[src/rtl/axis_packet_tx.sv]
// FIFO-buffered AXI4-Stream packet transmitter. Message words enter on a valid/ready push port.
// Packets are split at MAX_BEATS beats, and an optional store-and-forward mode holds output until a whole packet is buffered.
module axis_packet_tx #(
   parameter int DATA_WIDTH  = 64,
   parameter int ID_WIDTH    = 8,
   parameter int DEST_WIDTH  = 4,
   parameter int DEPTH       = 8,
   parameter int MAX_BEATS   = 17,
   parameter int PACKET_MODE = 0
) (
   input  logic                          ACLK,
   input  logic                          ARESET,
   input  logic                          in_valid,
   output logic                          in_ready,
   input  logic [DATA_WIDTH-1:0]         in_data,
   input  logic [$clog2(DATA_WIDTH/8):0] in_bytes,
   input  logic                          in_last,
   input  logic [ID_WIDTH-1:0]           cfg_id,
   input  logic [DEST_WIDTH-1:0]         cfg_dest,
   input  logic                          TREADY,
   output logic                          TVALID,
   output logic [DATA_WIDTH-1:0]         TDATA,
   output logic [DATA_WIDTH/8-1:0]       TKEEP,
   output logic [DATA_WIDTH/8-1:0]       TSTRB,
   output logic                          TLAST,
   output logic [ID_WIDTH-1:0]           TID,
   output logic [DEST_WIDTH-1:0]         TDEST,
   output logic [$clog2(DATA_WIDTH/8):0] TUSER,
   output logic [$clog2(DEPTH):0]        fifo_level,
   output logic [15:0]                   pkt_count
);

   localparam int BYTES = DATA_WIDTH / 8;
   localparam int BW    = $clog2(BYTES) + 1;
   localparam int AW    = $clog2(DEPTH);
   localparam int LW    = AW + 1;
   localparam int BCW   = (MAX_BEATS > 1) ? $clog2(MAX_BEATS) : 1;

   typedef struct packed {
      logic [DATA_WIDTH-1:0] data;
      logic [BYTES-1:0]      keep;
      logic                  last;
      logic [ID_WIDTH-1:0]   id;
      logic [DEST_WIDTH-1:0] dest;
      logic [BW-1:0]         user;
   } entry_t;

   typedef enum logic {IDLE, SEND} state_t;

   entry_t                mem [DEPTH];
   entry_t                wr_entry, rd_entry;
   logic [AW-1:0]         wr_ptr, rd_ptr;
   logic [LW-1:0]         count, count_nxt;
   logic [LW-1:0]         pkts_in_fifo, pkts_nxt;
   logic [BCW-1:0]        beat_cnt;
   logic [ID_WIDTH-1:0]   id_q;
   logic [DEST_WIDTH-1:0] dest_q;
   logic [BW-1:0]         n_bytes;
   logic                  init_done;
   logic                  full, empty, push, pop, push_last, pop_last, first_beat, tvalid_int;
   state_t                state, state_d;

   assign full       = (count == LW'(DEPTH));
   assign empty      = (count == '0);
   assign in_ready   = init_done && !full;
   assign push       = in_valid && in_ready;
   assign tvalid_int = (state == SEND) && !empty;
   assign pop        = tvalid_int && TREADY;
   assign rd_entry   = mem[rd_ptr];
   assign push_last  = push && wr_entry.last;
   assign pop_last   = pop && rd_entry.last;
   assign first_beat = (beat_cnt == '0);

   // NOTE: every variable driven in always_comb gets a default first so no latch is inferred.
   always_comb begin
      n_bytes = in_bytes;
      if (in_bytes == '0 || in_bytes > BW'(BYTES)) n_bytes = BW'(BYTES);
   end

   always_comb begin
      wr_entry      = '0;
      wr_entry.data = in_data;
      for (int i = 0; i < BYTES; i++) wr_entry.keep[i] = (BW'(i) < n_bytes);
      // A full rate block closes the packet even without in_last.
      wr_entry.last = in_last || (beat_cnt == BCW'(MAX_BEATS - 1));
      wr_entry.id   = first_beat ? cfg_id   : id_q;
      wr_entry.dest = first_beat ? cfg_dest : dest_q;
      wr_entry.user = n_bytes;
   end

   always_comb begin
      count_nxt = count;
      if (push && !pop)      count_nxt = count + LW'(1);
      else if (!push && pop) count_nxt = count - LW'(1);
      pkts_nxt = pkts_in_fifo;
      if (push_last && !pop_last)      pkts_nxt = pkts_in_fifo + LW'(1);
      else if (!push_last && pop_last) pkts_nxt = pkts_in_fifo - LW'(1);
   end

   // IDLE looks at post-edge occupancy so the first beat is presented without an extra cycle.
   always_comb begin
      state_d = state;
      case (state)
         IDLE: if (count_nxt != '0 &&
                   (PACKET_MODE == 0 || pkts_nxt != '0 || count_nxt == LW'(DEPTH)))
                  state_d = SEND;
         SEND: if (pop_last) state_d = IDLE;
         default: state_d = IDLE;
      endcase
   end

   // NOTE: the storage array has no reset; pointers and counters alone define what is valid.
   always_ff @(posedge ACLK) begin
      if (push) mem[wr_ptr] <= wr_entry;
   end

   // NOTE: sequential state uses non-blocking assignments so every register samples pre-edge values.
   always_ff @(posedge ACLK) begin
      if (ARESET) begin
         state        <= IDLE;
         wr_ptr       <= '0;
         rd_ptr       <= '0;
         count        <= '0;
         pkts_in_fifo <= '0;
         beat_cnt     <= '0;
         id_q         <= '0;
         dest_q       <= '0;
         pkt_count    <= '0;
         init_done    <= 1'b0;
      end else begin
         state        <= state_d;
         count        <= count_nxt;
         pkts_in_fifo <= pkts_nxt;
         init_done    <= 1'b1;
         if (push) begin
            wr_ptr   <= wr_ptr + AW'(1);
            beat_cnt <= wr_entry.last ? '0 : beat_cnt + BCW'(1);
            if (first_beat) begin
               id_q   <= cfg_id;
               dest_q <= cfg_dest;
            end
         end
         if (pop)      rd_ptr    <= rd_ptr + AW'(1);
         if (pop_last) pkt_count <= pkt_count + 16'd1;
      end
   end

   assign TVALID     = tvalid_int;
   assign TDATA      = tvalid_int ? rd_entry.data : '0;
   assign TKEEP      = tvalid_int ? rd_entry.keep : '0;
   assign TSTRB      = TKEEP;
   assign TLAST      = tvalid_int && rd_entry.last;
   assign TID        = tvalid_int ? rd_entry.id   : '0;
   assign TDEST      = tvalid_int ? rd_entry.dest : '0;
   assign TUSER      = tvalid_int ? rd_entry.user : '0;
   assign fifo_level = count;

endmodule

[config.mk]
export PLATFORM = sky130hd
export DESIGN_NAME = axis_packet_tx
export DESIGN_NICKNAME = d
export VERILOG_FILES = /design/src/rtl/axis_packet_tx.sv
export SDC_FILE = /design/constraint.sdc
export NUM_CORES = 1
export LEC_CHECK = 0
export BUFFER_PORTS_ARGS = -buffer_cell sky130_fd_sc_hd__buf_2
export CAP_MARGIN = 20
export CORE_UTILIZATION = 56
export CTS_BUF_LIST = sky130_fd_sc_hd__clkbuf_2 sky130_fd_sc_hd__clkbuf_4 sky130_fd_sc_hd__clkbuf_8
export DETAILED_ROUTE_END_ITERATION = 12
export PLACE_DENSITY = 0.78
export SYNTH_ARGS = -nofsm -noshare
export SYNTH_HDL_FRONTEND = slang
export SYNTH_SLANG_ARGS = --single-unit
[constraint.sdc]
create_clock -name ACLK -period 10.75 [get_ports ACLK]
set_input_delay 1.075 -clock ACLK [delete_from_list [all_inputs] [get_ports ACLK]]
set_output_delay 1.075 -clock ACLK [all_outputs]
set_load 0.05 [all_outputs]
==> reports/results.md <==
| Metric | Value | Unit |
| --- | --- | --- |
| Status | completed | - |
| Netlist area before placement | 29,040 | um^2 |
| Die ar. | 52,770 | um^2 |
| Filler Cell Count | 3,443 | - |
| Count of H-tree levels built during CTS | 3 | - |
| Drt pass-1 iters | 5 | - |
| Required time of the worst setup path | 9.68 | ns |
| Internal portion of total power | 4.852 | mW |
| Power spent charging and discharging nets | 1.809 | mW |
| Number of nets at the end of the flow | 1,785 | - |
| Switch share | 27.16 | % |
| Largest cells by area after synthesis | sky130_fd_sc_hd__edfxtp_1, sky130_fd_sc_hd__mux4_2, sky130_fd_sc_hd__dfxtp_1 | - |
| Layout area overhead | 13.92 | % |
| Endpoint arrival time on the critical path | 3.75 | ns |
| Drc violations | 0 | - |
| Share of the cycle needed by the critical path after routing | 44.92 | % |
| Post-synth EDFFs | 704 | - |
| Slew Limit Headroom | 25.09 | % |
| Port Buffer Count | 203 | - |
| Number of global-route vias before repair | 14,810 | - |
| Worst-case setup slack after placement | 6.595 | ns |
| Kind of critical path | reg -> out | - |
| Warning count from the yosys run | 0 | - |
| Sequential area share after synthesis | 76.11 | % |
| Placed wire-length estimate after detailed placement | 30.57 | mm |
| Worst-skew pair later-pin latency | 0.70 | ns |
| Fin util | 64.48 | % |
| Nature of the critical path endpoint | primary output | - |
| Share of cells above drive strength 1 | 34.08 | % |
| Buffer type at the clock tree root | sky130_fd_sc_hd__clkbuf_8 | - |
| Number of buffers added for setup after CTS | 0 | - |
| Area leader, netlist | sky130_fd_sc_hd__edfxtp_1 | - |
| PnR worst setup slack | 5.921 | ns |
| VDD IR-drop max | 0.1201 | mV |
| Worst min-delay path category | reg -> reg | - |
| Standard cell core area | 51,300 | um^2 |
| Share of power burned in the clock network | 33.9 | % |
| Final std cell area, no fill | 33,080 | um^2 |
| Count of nets left with antenna violations after detail routing | 0 | - |
| Instance area after placement | 30,850 | um^2 |
| Worst reg2reg setup slack | 7.34 | ns |
| #FFs+latches synth | 752 | - |
| CTS tree | done | - |
| Number of sinks on the clock net | 752 | - |
| Largest net degree at the start of global routing | 107 | - |
| I/O pin cnt | 204 | - |
| Maximum net fanout on the critical path | 106 | - |
| Vertical die dimension | 229.7 | um |
| Overall via count from detail_route | 14,411 | - |
| Total count of max-transition violations in the final report | 0 | - |
| Worst-Margin Slew | 1.124 | ns |
| Final hold slack | 0.4799 | ns |
| Combinational group share of total power | 16.4 | % |
| Quantity of gates resized following cts | 0 | - |
| Synth Flop Type | sky130_fd_sc_hd__edfxtp_1 | - |
| Total routing resource utilization after global routing | 22.01 | % |
| Synth unique cells | 46 | - |
| Buffer depth of the longest clock path | 3 | - |
| # hold bufs at CTS | 0 | - |
| Final wirelength | 57.39 | mm |
| Portion of total power attributed to sequential cells | 49.7 | % |
| Endpoints failing hold | 0 | - |
| Number of violations reported at the end of detailed-routing iteration 0 | 1,144 | - |
| Width of the die | 229.7 | um |
| Global-route wire length before repair | 86.35 | mm |
| Mean post-synth cell area | 20.39 | um^2 |
| Total chip power | 6.661 | mW |
| Worst clock skew on the final layout | 0.02919 | ns |
| Core Rows | 83 | - |
| Startpoint Class | register | - |
| Via-per-instance ratio | 5.844 | - |
| Final std cells w/o fill | 2,466 | - |
| Library cell with the highest instance count after synthesis | sky130_fd_sc_hd__edfxtp_1 | - |
| Proportion of register bits with asynchronous set or reset after synthesis | 0 | % |
| Post-synthesis cell count | 1,424 | - |
| Shortest clock period the worst path allows after layout | 4.829 | ns |
| # setup viols final | 0 | - |
| Cells after DPL | 2,260 | - |
| Number of buffers created by CTS | 111 | - |
| Total leakage power | 10.72 | nW |
| Clock-pin slew on the worst setup and hold paths | 0.06 | ns |
| Max Freq | 207.1 | MHz |
| Total overflow reported by the global router | 0 | - |
| Area share of the largest cell type after synthesis | 72.80 | % |
| Starting Density | 56.60 | % |
| Detailed-route wire length per cell | 23.27 | um |
| Total negative slack for setup checks | 0 | ns |
| Number of antenna violations at the first check in global routing | 9 | - |
| Unrepaired setup endpoints after global routing | no | - |
| Number of max-cap violations | 0 | - |
| Final Wtd Congestion | 0.7864 | - |
| Pwr per Cell Area | 201.3 | nW/um^2 |
| Top cells by instance count after synthesis | sky130_fd_sc_hd__edfxtp_1, sky130_fd_sc_hd__mux4_2, sky130_fd_sc_hd__nor2_1 | - |
layout make-up:
cell class	instances	area (um^2)	area share, %
diodes	2	5.005	0.01513
clock buffers	157	1948	5.889
clock inverters	47	275.3	0.8321
inverters	9	33.78	0.1021
multi-input cells	590	6633	20.05
flip-flops and latches	752	22110	66.84
well taps	680	850.8	2.572
repair buffers	229	1224	3.699
routing by layer:
| metal | GRT usage, % | routed length [um] | vias up |
|---|---|---|---|
| met3 | 4.985 | 4261 | 92 |
| met4 | 7.512 | 1133 | 14 |
| met1 | 30.69 | 23980 | 7455 |
| li1 | - | - | 6303 |
| met5 | 0 | 81 | - |
| met2 | 34.73 | 27930 | 547 |
state kept, by name, summed over array words and instances, names as in the netlist, named ones only:
signal	count
init_done	1
id_q	8
rd_ptr	3
wr_ptr	3
beat_cnt	5
state	1
fifo_level	4
pkt_count	16
dest_q	4
mem	704
critical path, stage by stage, from the launching register on:
cell and delay (ns):
sky130_fd_sc_hd__dfxtp_4 0.94, sky130_fd_sc_hd__buf_12 0.71, sky130_fd_sc_hd__mux4_2 0.62, sky130_fd_sc_hd__mux2i_1 0.29
sky130_fd_sc_hd__nor2_1 0.06, sky130_fd_sc_hd__buf_2 0.24
cell usage in the layout, fill, tap and decap left out, types with 3 or more instances in the layout:
cell                        netlist  final
sky130_fd_sc_hd__edfxtp_1       704    704
sky130_fd_sc_hd__buf_2           18    203
sky130_fd_sc_hd__mux4_2         176    176
sky130_fd_sc_hd__nor2_1         146    143
sky130_fd_sc_hd__clkbuf_8         0    123
sky130_fd_sc_hd__mux2i_1         87     87
sky130_fd_sc_hd__dfxtp_1         48     45
sky130_fd_sc_hd__clkbuf_4         0     34
sky130_fd_sc_hd__clkinv_1         0     33
sky130_fd_sc_hd__buf_4           10     25
sky130_fd_sc_hd__nand2_1         25     24
sky130_fd_sc_hd__nor3_1          22     18
sky130_fd_sc_hd__mux2_2          13     13
sky130_fd_sc_hd__o21ai_0         12     12
sky130_fd_sc_hd__xnor2_1         11     11
sky130_fd_sc_hd__nand4_1         11     11
sky130_fd_sc_hd__nand3_1         10     10
sky130_fd_sc_hd__a21oi_1         10     10
sky130_fd_sc_hd__inv_1            9      9
sky130_fd_sc_hd__or3_1            9      9
sky130_fd_sc_hd__clkinv_2         0      9
sky130_fd_sc_hd__xor2_1           8      8
sky130_fd_sc_hd__conb_1           1      8
sky130_fd_sc_hd__ha_1             7      7
sky130_fd_sc_hd__nor2b_1          5      5
sky130_fd_sc_hd__nor3_2           0      4
sky130_fd_sc_hd__nor2_4           0      3
sky130_fd_sc_hd__nor4_1           4      3
sky130_fd_sc_hd__dfxtp_4          0      3
sky130_fd_sc_hd__bufinv_16        0      3
worst paths after layout:
path / from / to / depth (start not counted)
worst max-delay path: register / TDATA[48] / 5
worst min-delay path: rd_ptr[1] / register / 2
worst max register to register: fifo_level[0] / mem[7][49] / 8
worst min register to register: rd_ptr[1] / register / 2
power groups by stage:
stage	registers, mW	logic (mW)	clock network, mW
after CTS	3.31	1.11	2.30
after floorplan	3.36	0.852	0
after detailed placement	3.37	1.10	0
final	3.31	1.10	2.26
after global placement	3.37	1.09	0
after global routing	3.31	1.16	2.42
cell families after synthesis:
kind of cell	Yosys count	synth area share [%]
other cells	1	0.01291
fa+ha+maj	7	0.3016
simple gates	246	3.740
mux	278	17.24
buf+inv	89	1.357
compound gates	32	0.6679
xor+xnor	19	0.5731
flops	752	76.11
Power figures use the tool's default switching activity.
